<file path="src/rtl/intctl_pkg.sv">
// intctl_pkg: shared register map and CTRL bit positions for the ZX-bus
// interrupt controller (intctl and intctl_chan).
package intctl_pkg;

   localparam logic [1:0] REG_PEND = 2'd0;
   localparam logic [1:0] REG_MASK = 2'd1;
   localparam logic [1:0] REG_MODE = 2'd2;
   localparam logic [1:0] REG_CTRL = 2'd3;

   localparam int CTRL_GEN = 0;
   localparam int CTRL_TMO = 7;

endpackage : intctl_pkg

</file>
<file path="src/rtl/intctl_chan.sv">
// intctl_chan: one interrupt channel.
// Synchronises the (already polarity-corrected) source, detects rising edges
// and keeps the per-channel pending bit in level or edge mode.
module intctl_chan (
   input  logic clk,
   input  logic rst,
   input  logic act,      // source after SRC_INV, asynchronous to clk
   input  logic mode,     // 1 = edge, 0 = level (value in force this cycle)
   input  logic w1c,      // clear request; only honoured in edge mode
   output logic pending
);

   logic s1, s2, s3;
   logic rise;

   // Two-flop synchroniser plus one extra stage for edge detection.
   // NOTE: sequential state uses non-blocking assignments so every flop
   // samples the pre-edge value of its neighbour; blocking here would
   // collapse the synchroniser chain into a single flop.
   always_ff @(posedge clk or posedge rst) begin
      if (rst) begin
         s1 <= 1'b0;
         s2 <= 1'b0;
         s3 <= 1'b0;
      end else begin
         s1 <= act;
         s2 <= s1;
         s3 <= s2;
      end
   end

   assign rise = s2 & ~s3;

   // Level mode tracks s2; edge mode sets on a rise, which beats a clear.
   always_ff @(posedge clk or posedge rst) begin
      if (rst) begin
         pending <= 1'b0;
      end else if (!mode) begin
         pending <= s2;
      end else begin
         pending <= rise | (pending & ~w1c);
      end
   end

endmodule : intctl_chan

</file>
<file path="src/rtl/intctl.sv">
// intctl: parametrised interrupt controller for the ZX-bus expansion CPLD.
// Register file (PEND/MASK/MODE/CTRL), read mux, masked request flop and
// open-drain output enable for the ZX INT line.
// Optional feature: define INTCTL_TIMEOUT_EN to force-release int_req after
// TMO_CYC cycles and report it in CTRL bit 7.
module intctl
   import intctl_pkg::*;
#(
   parameter int              N_CH    = 4,
   parameter logic [N_CH-1:0] SRC_INV = N_CH'(1),
   parameter int              TMO_CYC = 1024
) (
   input  logic            clk,
   input  logic            rst,
   input  logic [N_CH-1:0] src,
   input  logic            wr_stb,
   input  logic [1:0]      addr,
   input  logic [7:0]      wrdata,
   output logic [7:0]      rddata,
   output logic            int_req,
   output logic            zint_oe
);

   logic            wr_pend, wr_mask, wr_mode, wr_ctrl;
   logic [N_CH-1:0] mask, mode, pending;
   logic [N_CH-1:0] mask_eff, mode_eff, chan_w1c, act;
   logic            gen, gen_eff;
   logic            cond, req_nxt, tmo_rd;
   logic            unused_wrdata;

   // Not every wrdata bit maps to a register bit.
   assign unused_wrdata = &{1'b0, wrdata};

   assign wr_pend = wr_stb & (addr == REG_PEND);
   assign wr_mask = wr_stb & (addr == REG_MASK);
   assign wr_mode = wr_stb & (addr == REG_MODE);
   assign wr_ctrl = wr_stb & (addr == REG_CTRL);

   // Written values act in the write cycle itself, so cond (and hence the
   // next int_req) already sees a new MASK/gen, and channels switch mode
   // on the write edge.
   assign mask_eff = wr_mask ? wrdata[N_CH-1:0] : mask;
   assign mode_eff = wr_mode ? wrdata[N_CH-1:0] : mode;
   assign gen_eff  = wr_ctrl ? wrdata[CTRL_GEN] : gen;

   // PEND W1C, plus a forced clear for channels switching level->edge.
   assign chan_w1c = (wr_pend ? wrdata[N_CH-1:0] : '0)
                   | (wr_mode ? (wrdata[N_CH-1:0] & ~mode) : '0);

   assign act = src ^ SRC_INV;

   for (genvar i = 0; i < N_CH; i++) begin : g_chan
      intctl_chan u_chan (
         .clk     (clk),
         .rst     (rst),
         .act     (act[i]),
         .mode    (mode_eff[i]),
         .w1c     (chan_w1c[i]),
         .pending (pending[i])
      );
   end

   // Control registers; unwritten cycles hold their value via the *_eff mux.
   always_ff @(posedge clk or posedge rst) begin
      if (rst) begin
         mask <= '0;
         mode <= '0;
         gen  <= 1'b0;
      end else begin
         mask <= mask_eff;
         mode <= mode_eff;
         gen  <= gen_eff;
      end
   end

   assign cond = gen_eff & |(pending & mask_eff);

`ifdef INTCTL_TIMEOUT_EN
   localparam int CW = $clog2(TMO_CYC + 1);

   logic [CW-1:0] tmo_cnt;
   logic          tmo, inhibit, inhibit_eff, tmo_w1c, fire;

   assign tmo_w1c     = wr_ctrl & wrdata[CTRL_TMO];
   assign fire        = int_req & (tmo_cnt == CW'(TMO_CYC - 1));
   assign inhibit_eff = inhibit & ~tmo_w1c;
   assign req_nxt     = cond & ~inhibit_eff & ~fire;
   assign tmo_rd      = tmo;

   // Count cycles with int_req high; record and inhibit on expiry until
   // cond drops or software clears the status.
   always_ff @(posedge clk or posedge rst) begin
      if (rst) begin
         tmo_cnt <= '0;
         tmo     <= 1'b0;
         inhibit <= 1'b0;
      end else begin
         tmo_cnt <= int_req ? tmo_cnt + 1'b1 : '0;
         tmo     <= fire | (tmo & ~tmo_w1c);
         inhibit <= fire | (inhibit_eff & cond);
      end
   end
`else
   localparam int unused_tmo_cyc = TMO_CYC;

   assign req_nxt = cond;
   assign tmo_rd  = 1'b0;
`endif

   // Registered interrupt request.
   always_ff @(posedge clk or posedge rst) begin
      if (rst) begin
         int_req <= 1'b0;
      end else begin
         int_req <= req_nxt;
      end
   end

   assign zint_oe = int_req;

   // Combinational read mux; unused high bits read as zero.
   // NOTE: rddata gets its default before the case so every path assigns
   // it, which keeps this block purely combinational (no inferred latch).
   always_comb begin
      rddata = '0;
      case (addr)
         REG_PEND: rddata[N_CH-1:0] = pending;
         REG_MASK: rddata[N_CH-1:0] = mask;
         REG_MODE: rddata[N_CH-1:0] = mode;
         default: begin
            rddata[CTRL_GEN] = gen;
            rddata[CTRL_TMO] = tmo_rd;
         end
      endcase
   end

endmodule : intctl
</file>
<file path="config.mk">
export PLATFORM = sky130hd
export DESIGN_NAME = intctl
export DESIGN_NICKNAME = d
export VERILOG_FILES = /design/src/rtl/intctl_pkg.sv /design/src/rtl/intctl_chan.sv /design/src/rtl/intctl.sv
export SDC_FILE = /design/constraint.sdc
export NUM_CORES = 1
export LEC_CHECK = 0
export ABC_CLOCK_PERIOD_IN_PS = 1400
export CORE_MARGIN = 2
export CORE_UTILIZATION = 45
export CTS_CLUSTER_DIAMETER = 60
export CTS_CLUSTER_SIZE = 16
export DETAILED_ROUTE_END_ITERATION = 10
export PLACE_DENSITY = 0.73
export SYNTH_ARGS = -nofsm -noshare
export SYNTH_HDL_FRONTEND = slang
export SYNTH_HIERARCHICAL = 1
export SYNTH_SLANG_ARGS = --single-unit
export TNS_END_PERCENT = 10
</file>
<file path="constraint.sdc">
create_clock -name clk -period 1.4 [get_ports clk]
set_input_delay 0.42 -clock clk [delete_from_list [all_inputs] [get_ports clk]]
set_output_delay 0.42 -clock clk [all_outputs]
set_load 0.01 [all_outputs]
</file>
After elaboration in Yosys (flattened, before gate mapping)
Index checks and enable logic that the tools add are counted.
Operators by class
  eq/ne operators: 3
  multiplexer cells: 11
  bitwise operators: 30
  reduce and logical (&&, ||, !) cells: 2
Operator list (number)
  $mux W4: 4
  $and A1 B1 Y1: 13
  $not A1 Y1: 9
  $pmux W3 S3: 1
  $and A4 B4 Y4: 2
  $mux W1: 5
  $eq A2 B2 Y1 const B: 2
  $not A4 Y4: 1
  $or A1 B1 Y1: 4
  $or A4 B4 Y4: 1
  $reduce_or A4 Y1: 1
  $pmux W1 S3: 1
  $eq A2 B1 Y1 const B: 1
  $logic_not A2 Y1: 1
Storage, ports and cells
  register bits: 26
  input bits: 17
  output and inout bits: 10
  logic and storage cells: 66

Longest topological paths before layout
  depth after elaboration: 8
  gate-level depth with buffers: 5
  depth with buffers taken out: 5

Hierarchy
Netlist, hierarchy kept.
Modules (own cells, without submodules)
  intctl: times used 1, cells each 65, area each 648.1 um^2, sequential area each 250.2 um^2
  intctl_chan: times used 4, cells each 8, area each 126.4 um^2, sequential area each 100.1 um^2

Worst setup path before layout
No wires, ideal clock.
  path type: input to output
  start point: in addr[0]
  end point: out rddata[0]
  data arrival time: 999 ps
  data required time: 980 ps
  slack: -19 ps
  stages on the path: 1
  path buffers: 0
  cells stage by stage: mux4_1
On the way
  cells in the longest elaborated chain, start to end: 2
  elaborated cells between the ends (all ways): 4
  those cells by class: 2 x eq/ne; 1 x mux; 1 x reduce/logical
RTL lines
  from (decl): line intctl.sv:17  | input logic [1:0] addr,
  $eq A2 B2 Y1, or another cell as far along: line intctl.sv:126  | case (addr)
  $pmux W1 S3 *: line intctl.sv:126
  to (decl): line intctl.sv:19  | output logic [7:0] rddata,
Every way passes the cells marked *; elsewhere a longest branch is shown, timed or not.

Worst setup path after layout
  start point: reg gen
  end point: out rddata[0]
On the way
  cells in the longest elaborated chain, start to end: 1
RTL lines
  from (decl): line intctl.sv:27  | logic gen, gen_eff;
  from (signal assigned): line intctl.sv:72  | gen <= gen_eff;
  $pmux W1 S3: line intctl.sv:126
Every way passes these cells.

==> impl_metrics.prom <==
# TYPE chip_impl_metric gauge
chip_impl_info{name="status",value="finished with violations"} 1
chip_impl_info{name="failed_checks",value="setup timing"} 1
chip_impl_metric{name="vias",unit=""} 808
chip_impl_metric{name="total_die_area",unit="µm²"} 2980
chip_impl_metric{name="ys_types",unit=""} 19
chip_impl_metric{name="drt_wl_total",unit="µm"} 2200
chip_impl_metric{name="mappedNetlistArea",unit="µm²"} 1150
chip_impl_metric{name="worst_ep_required_time",unit="ns"} 0.98
chip_impl_metric{name="grt_first_pass_wirelength",unit="µm"} 3550
chip_impl_metric{name="die-width",unit="µm"} 54.6
chip_impl_metric{name="cts.htree.levels",unit=""} 1
chip_impl_metric{name="syn-instance-count",unit=""} 97
chip_impl_metric{name="place.gp.congestion",unit=""} 0.754
chip_impl_metric{name="clockPowerShare",unit="%"} 18.6
chip_impl_metric{name="period_minus_slack",unit="ns"} 1.73
chip_impl_metric{name="antenna_found_initial",unit=""} 0
chip_impl_metric{name="power.total",unit="mW"} 1.67
chip_impl_metric{name="global_route_total_overflow",unit=""} 0
chip_impl_metric{name="worst-path-max-fanout",unit=""} 2
chip_impl_info{name="crit_start",value="gen$_DFF_PP0_"} 1
chip_impl_info{name="setup_cp_type",value="flip-flop to primary output"} 1
chip_impl_metric{name="design.core.area",unit="µm²"} 2450
chip_impl_info{name="crit-reg2reg-launch",value="g_chan[1].u_chan/pending$_DFF_PP0_"} 1
chip_impl_metric{name="cts-hold-fix-buffers",unit=""} 0
chip_impl_info{name="crit_path_end_kind",value="primary output"} 1
chip_impl_metric{name="clock_sink_count",unit=""} 26
chip_impl_metric{name="drt_drc_violations_left",unit=""} 0
chip_impl_metric{name="grtUsageTotal",unit="%"} 17.2
chip_impl_metric{name="synth-async-reset-ratio",unit="%"} 100
chip_impl_info{name="yosysMostFrequentCell",value="sky130_fd_sc_hd__dfrtp_1"} 1
chip_impl_info{name="critical_path.slowest_cell",value="sky130_fd_sc_hd__mux4_2"} 1
chip_impl_metric{name="internal_power",unit="mW"} 1.21
chip_impl_metric{name="cts.reportedPaths.clkPinSlew",unit="ns"} 0.12
chip_impl_metric{name="worst_slack",unit="ns"} -0.326
chip_impl_metric{name="diodes",unit=""} 0
chip_impl_metric{name="chipHeight",unit="µm"} 54.6
chip_impl_info{name="synth_top_area_cell",value="sky130_fd_sc_hd__dfrtp_1"} 1
chip_impl_info{name="clock_root_buffer",value="sky130_fd_sc_hd__clkbuf_4"} 1
chip_impl_metric{name="final_layout_size_suffix_gt1_share",unit="%"} 36.5
chip_impl_info{name="ys_dominant_reg_cell",value="sky130_fd_sc_hd__dfrtp_1"} 1
chip_impl_metric{name="first_global_vias",unit=""} 841
chip_impl_metric{name="clock_buffers_created_by_tritoncts",unit=""} 3
chip_impl_metric{name="net_count_reported_at_finish",unit=""} 156
chip_impl_metric{name="setup_viol",unit=""} 7
chip_impl_info{name="timing.hold.worst.start",value="g_chan[2].u_chan/s1$_DFF_PP0_"} 1
chip_impl_metric{name="postSynthAreaPerCell",unit="µm²"} 11.9
chip_impl_metric{name="max_cap_violations",unit=""} 0
chip_impl_metric{name="number_of_synthesized_flops_with_an_enable_pin",unit=""} 0
chip_impl_info{name="tritoncts_clock_tree",value="yes"} 1
chip_impl_metric{name="final_max_slew_viol_count",unit=""} 0
chip_impl_metric{name="hpwl",unit="µm"} 1730
chip_impl_metric{name="clock-skew-final",unit="ns"} 0.0144
chip_impl_metric{name="combinationalPowerShare",unit="%"} 27.6
chip_impl_metric{name="postLayoutCoreUtil",unit="%"} 61.1
chip_impl_metric{name="seqPwrFrac",unit="%"} 53.8
chip_impl_metric{name="slowest_delay",unit="ns"} 0.45
chip_impl_metric{name="drtPass1Iterations",unit=""} 3
chip_impl_metric{name="sum_neg_setup_slack",unit="ns"} -0.746
chip_impl_metric{name="ys_seq_elements",unit=""} 26
chip_impl_info{name="grt_setup_unrepaired",value="true"} 1
chip_impl_info{name="worstPathCellList",value="mux4_2 -> buf_2"} 1
chip_impl_metric{name="arrival",unit="ns"} 1.31
chip_impl_info{name="synth.top_cells.by_count",value="sky130_fd_sc_hd__dfrtp_1, sky130_fd_sc_hd__nand2_1, sky130_fd_sc_hd__mux2_2, sky130_fd_sc_hd__mux2i_1, sky130_fd_sc_hd__inv_1"} 1
chip_impl_metric{name="p_leak",unit="nW"} 0.728
chip_impl_metric{name="timing.fmax",unit="GHz"} 0.579
chip_impl_metric{name="worstSkewPairLatency",unit="ns"} 0.32
chip_impl_metric{name="placed_area",unit="µm²"} 1490
chip_impl_metric{name="hold_viol_final",unit=""} 0
chip_impl_metric{name="synth_top_area_share",unit="%"} 56.4
chip_impl_metric{name="area_delta_synth_final",unit="%"} 30.0
chip_impl_metric{name="vias_per_inst",unit=""} 4.84
chip_impl_metric{name="p_sw_share",unit="%"} 27.7
chip_impl_metric{name="rows",unit=""} 18
chip_impl_metric{name="ctsLongestPathBuffers",unit=""} 2
chip_impl_metric{name="wl_per_cell",unit="µm"} 13.2
chip_impl_metric{name="vdd_ir_drop_max",unit="mV"} 0.790
chip_impl_metric{name="power-per-cell-area",unit="nW/µm²"} 1110
chip_impl_metric{name="drt.antenna.violating_nets",unit=""} 0
chip_impl_metric{name="layout.cell_area.non_filler",unit="µm²"} 1500
chip_impl_metric{name="synth_sequential_area_ratio",unit="%"} 56.4
chip_impl_metric{name="layout_worst_path_cycle_share",unit="%"} 123
chip_impl_metric{name="synth_warnings",unit=""} 6
chip_impl_metric{name="drt_first_iter_violations",unit=""} 4
chip_impl_info{name="hold_class",value="flip-flop to flip-flop"} 1
chip_impl_metric{name="portBuffers",unit=""} 18
chip_impl_metric{name="top_level_ports",unit=""} 27
chip_impl_metric{name="power.net_switching",unit="µW"} 462
chip_impl_metric{name="starting_utilization_of_the_core_area",unit="%"} 47.0
chip_impl_info{name="cp-start-kind",value="flip-flop"} 1
chip_impl_metric{name="grt_start_max_net_pins",unit=""} 14
chip_impl_info{name="ys_top_cells_by_area",value="sky130_fd_sc_hd__dfrtp_1, sky130_fd_sc_hd__mux2_2, sky130_fd_sc_hd__nand2_1"} 1
-- per-layer routing --
metal / part of all wire (%) / wire length, µm / vias to the layer above / global-route usage [%]
met1: 44 / 964 / 390 / 20.2
li1: - / - / 398 / -
met4: 2.5 / 56 / 0 / 10.0
met3: 3.5 / 78 / 4 / 1.64
met2: 50 / 1100 / 16 / 30.2
met5: 0 / 0 / - / 0
-- placed cells by master, fill, tap and decap left out --
cell	n
sky130_fd_sc_hd__o2bb2ai_2	4
sky130_fd_sc_hd__dfrtp_1	26
sky130_fd_sc_hd__nand2_1	23
sky130_fd_sc_hd__o21ai_1	3
sky130_fd_sc_hd__clkdlybuf4s50_1	9
sky130_fd_sc_hd__nand2_2	1
sky130_fd_sc_hd__and3b_1	1
sky130_fd_sc_hd__mux4_2	1
sky130_fd_sc_hd__mux2_4	1
sky130_fd_sc_hd__nand3_1	1
sky130_fd_sc_hd__and3_1	1
sky130_fd_sc_hd__mux2_2	8
sky130_fd_sc_hd__buf_2	6
sky130_fd_sc_hd__and2b_1	1
sky130_fd_sc_hd__buf_4	21
sky130_fd_sc_hd__conb_1	4
sky130_fd_sc_hd__mux2i_1	7
sky130_fd_sc_hd__clkbuf_4	3
sky130_fd_sc_hd__a21oi_1	3
sky130_fd_sc_hd__nor2b_4	1
sky130_fd_sc_hd__buf_6	2
sky130_fd_sc_hd__dlygate4sd2_1	1
sky130_fd_sc_hd__o41a_1	1
sky130_fd_sc_hd__inv_1	6
sky130_fd_sc_hd__clkbuf_2	2
-- power by group through the flow --
stage / Combinational (mW) / Clock [mW] / Sequential [mW]
floorplan: 0.241 / 0 / 0.915
global placement: 0.473 / 0 / 0.909
detailed placement: 0.484 / 0 / 0.915
CTS: 0.472 / 0.321 / 0.900
global route: 0.505 / 0.352 / 0.911
finish: 0.461 / 0.310 / 0.898
-- path summary, 6_finish.rpt --
path	endpoint	slack [ns]	cells past startpoint
worst max-delay path	rddata[0]	-0.33	2
worst min-delay path	g_chan[2].u_chan/s2$_DFF_PP0_	0.37	0
worst max register to register	int_req$_DFF_PP0_	0.22	4
worst min register to register	g_chan[2].u_chan/s2$_DFF_PP0_	0.37	0
max in group asynchronous	mask[2]$_DFF_PP0_	0.74	3
min in group asynchronous	g_chan[3].u_chan/s2$_DFF_PP0_	0.40	2
-- critical path: cells and delay by family (launching register included) --
| kind | cells | cell delay, ns |
|---|---|---|
| multiplexers | 1 | 0.45 |
| flip-flops | 1 | 0.40 |
| buffers and inverters | 1 | 0.15 |
-- sequential cells by signal, summed over array words and instances (netlist names) --
register	count
g_chan.u_chan/pending	4
g_chan.u_chan/s1	4
g_chan.u_chan/s2	4
g_chan.u_chan/s3	4
gen	1
int_req	1
mask	4
mode	4
-- cell type report --
| cell class | count | area, µm² |
|---|---|---|
| clock buffers | 3 | 22.5 |
| well taps | 30 | 37.5 |
| repair buffers | 41 | 319 |
| multi-input cells | 61 | 448 |
| flip-flops and latches | 26 | 651 |
| fillers | 216 | 955 |
| inverters | 6 | 22.5 |
-- metrics by stage --
step | hold WS (ns) | setup slack, ns | std cells
after floorplan | 0.186 | -0.00190 | 100
after global placement | 0.332 | -0.986 | 163
after detailed placement | 0.343 | -0.990 | 163
after CTS | 0.374 | -0.349 | 167
after global routing | 0.379 | -0.399 | 167
final | 0.370 | -0.326 | 167
-- cells by family after synthesis --
| kind of cell | after synthesis | synth area share, % |
|---|---|---|
| buf+inv | 13 | 6.62 |
| mux | 17 | 17.1 |
| simple gates | 29 | 10.7 |
| other cells | 1 | 0.325 |
| compound gates | 11 | 8.78 |
| flops | 26 | 56.4 |
-- repair_timing --
item | CTS | global route
setup buffers | 1 | 0
cloned | 0 | 0
pin swaps | 1 | 1
setup endpoints to repair | 20 | 14
resized for setup | 36 | 4
No activity file was read; power rests on OpenSTA's default activity.
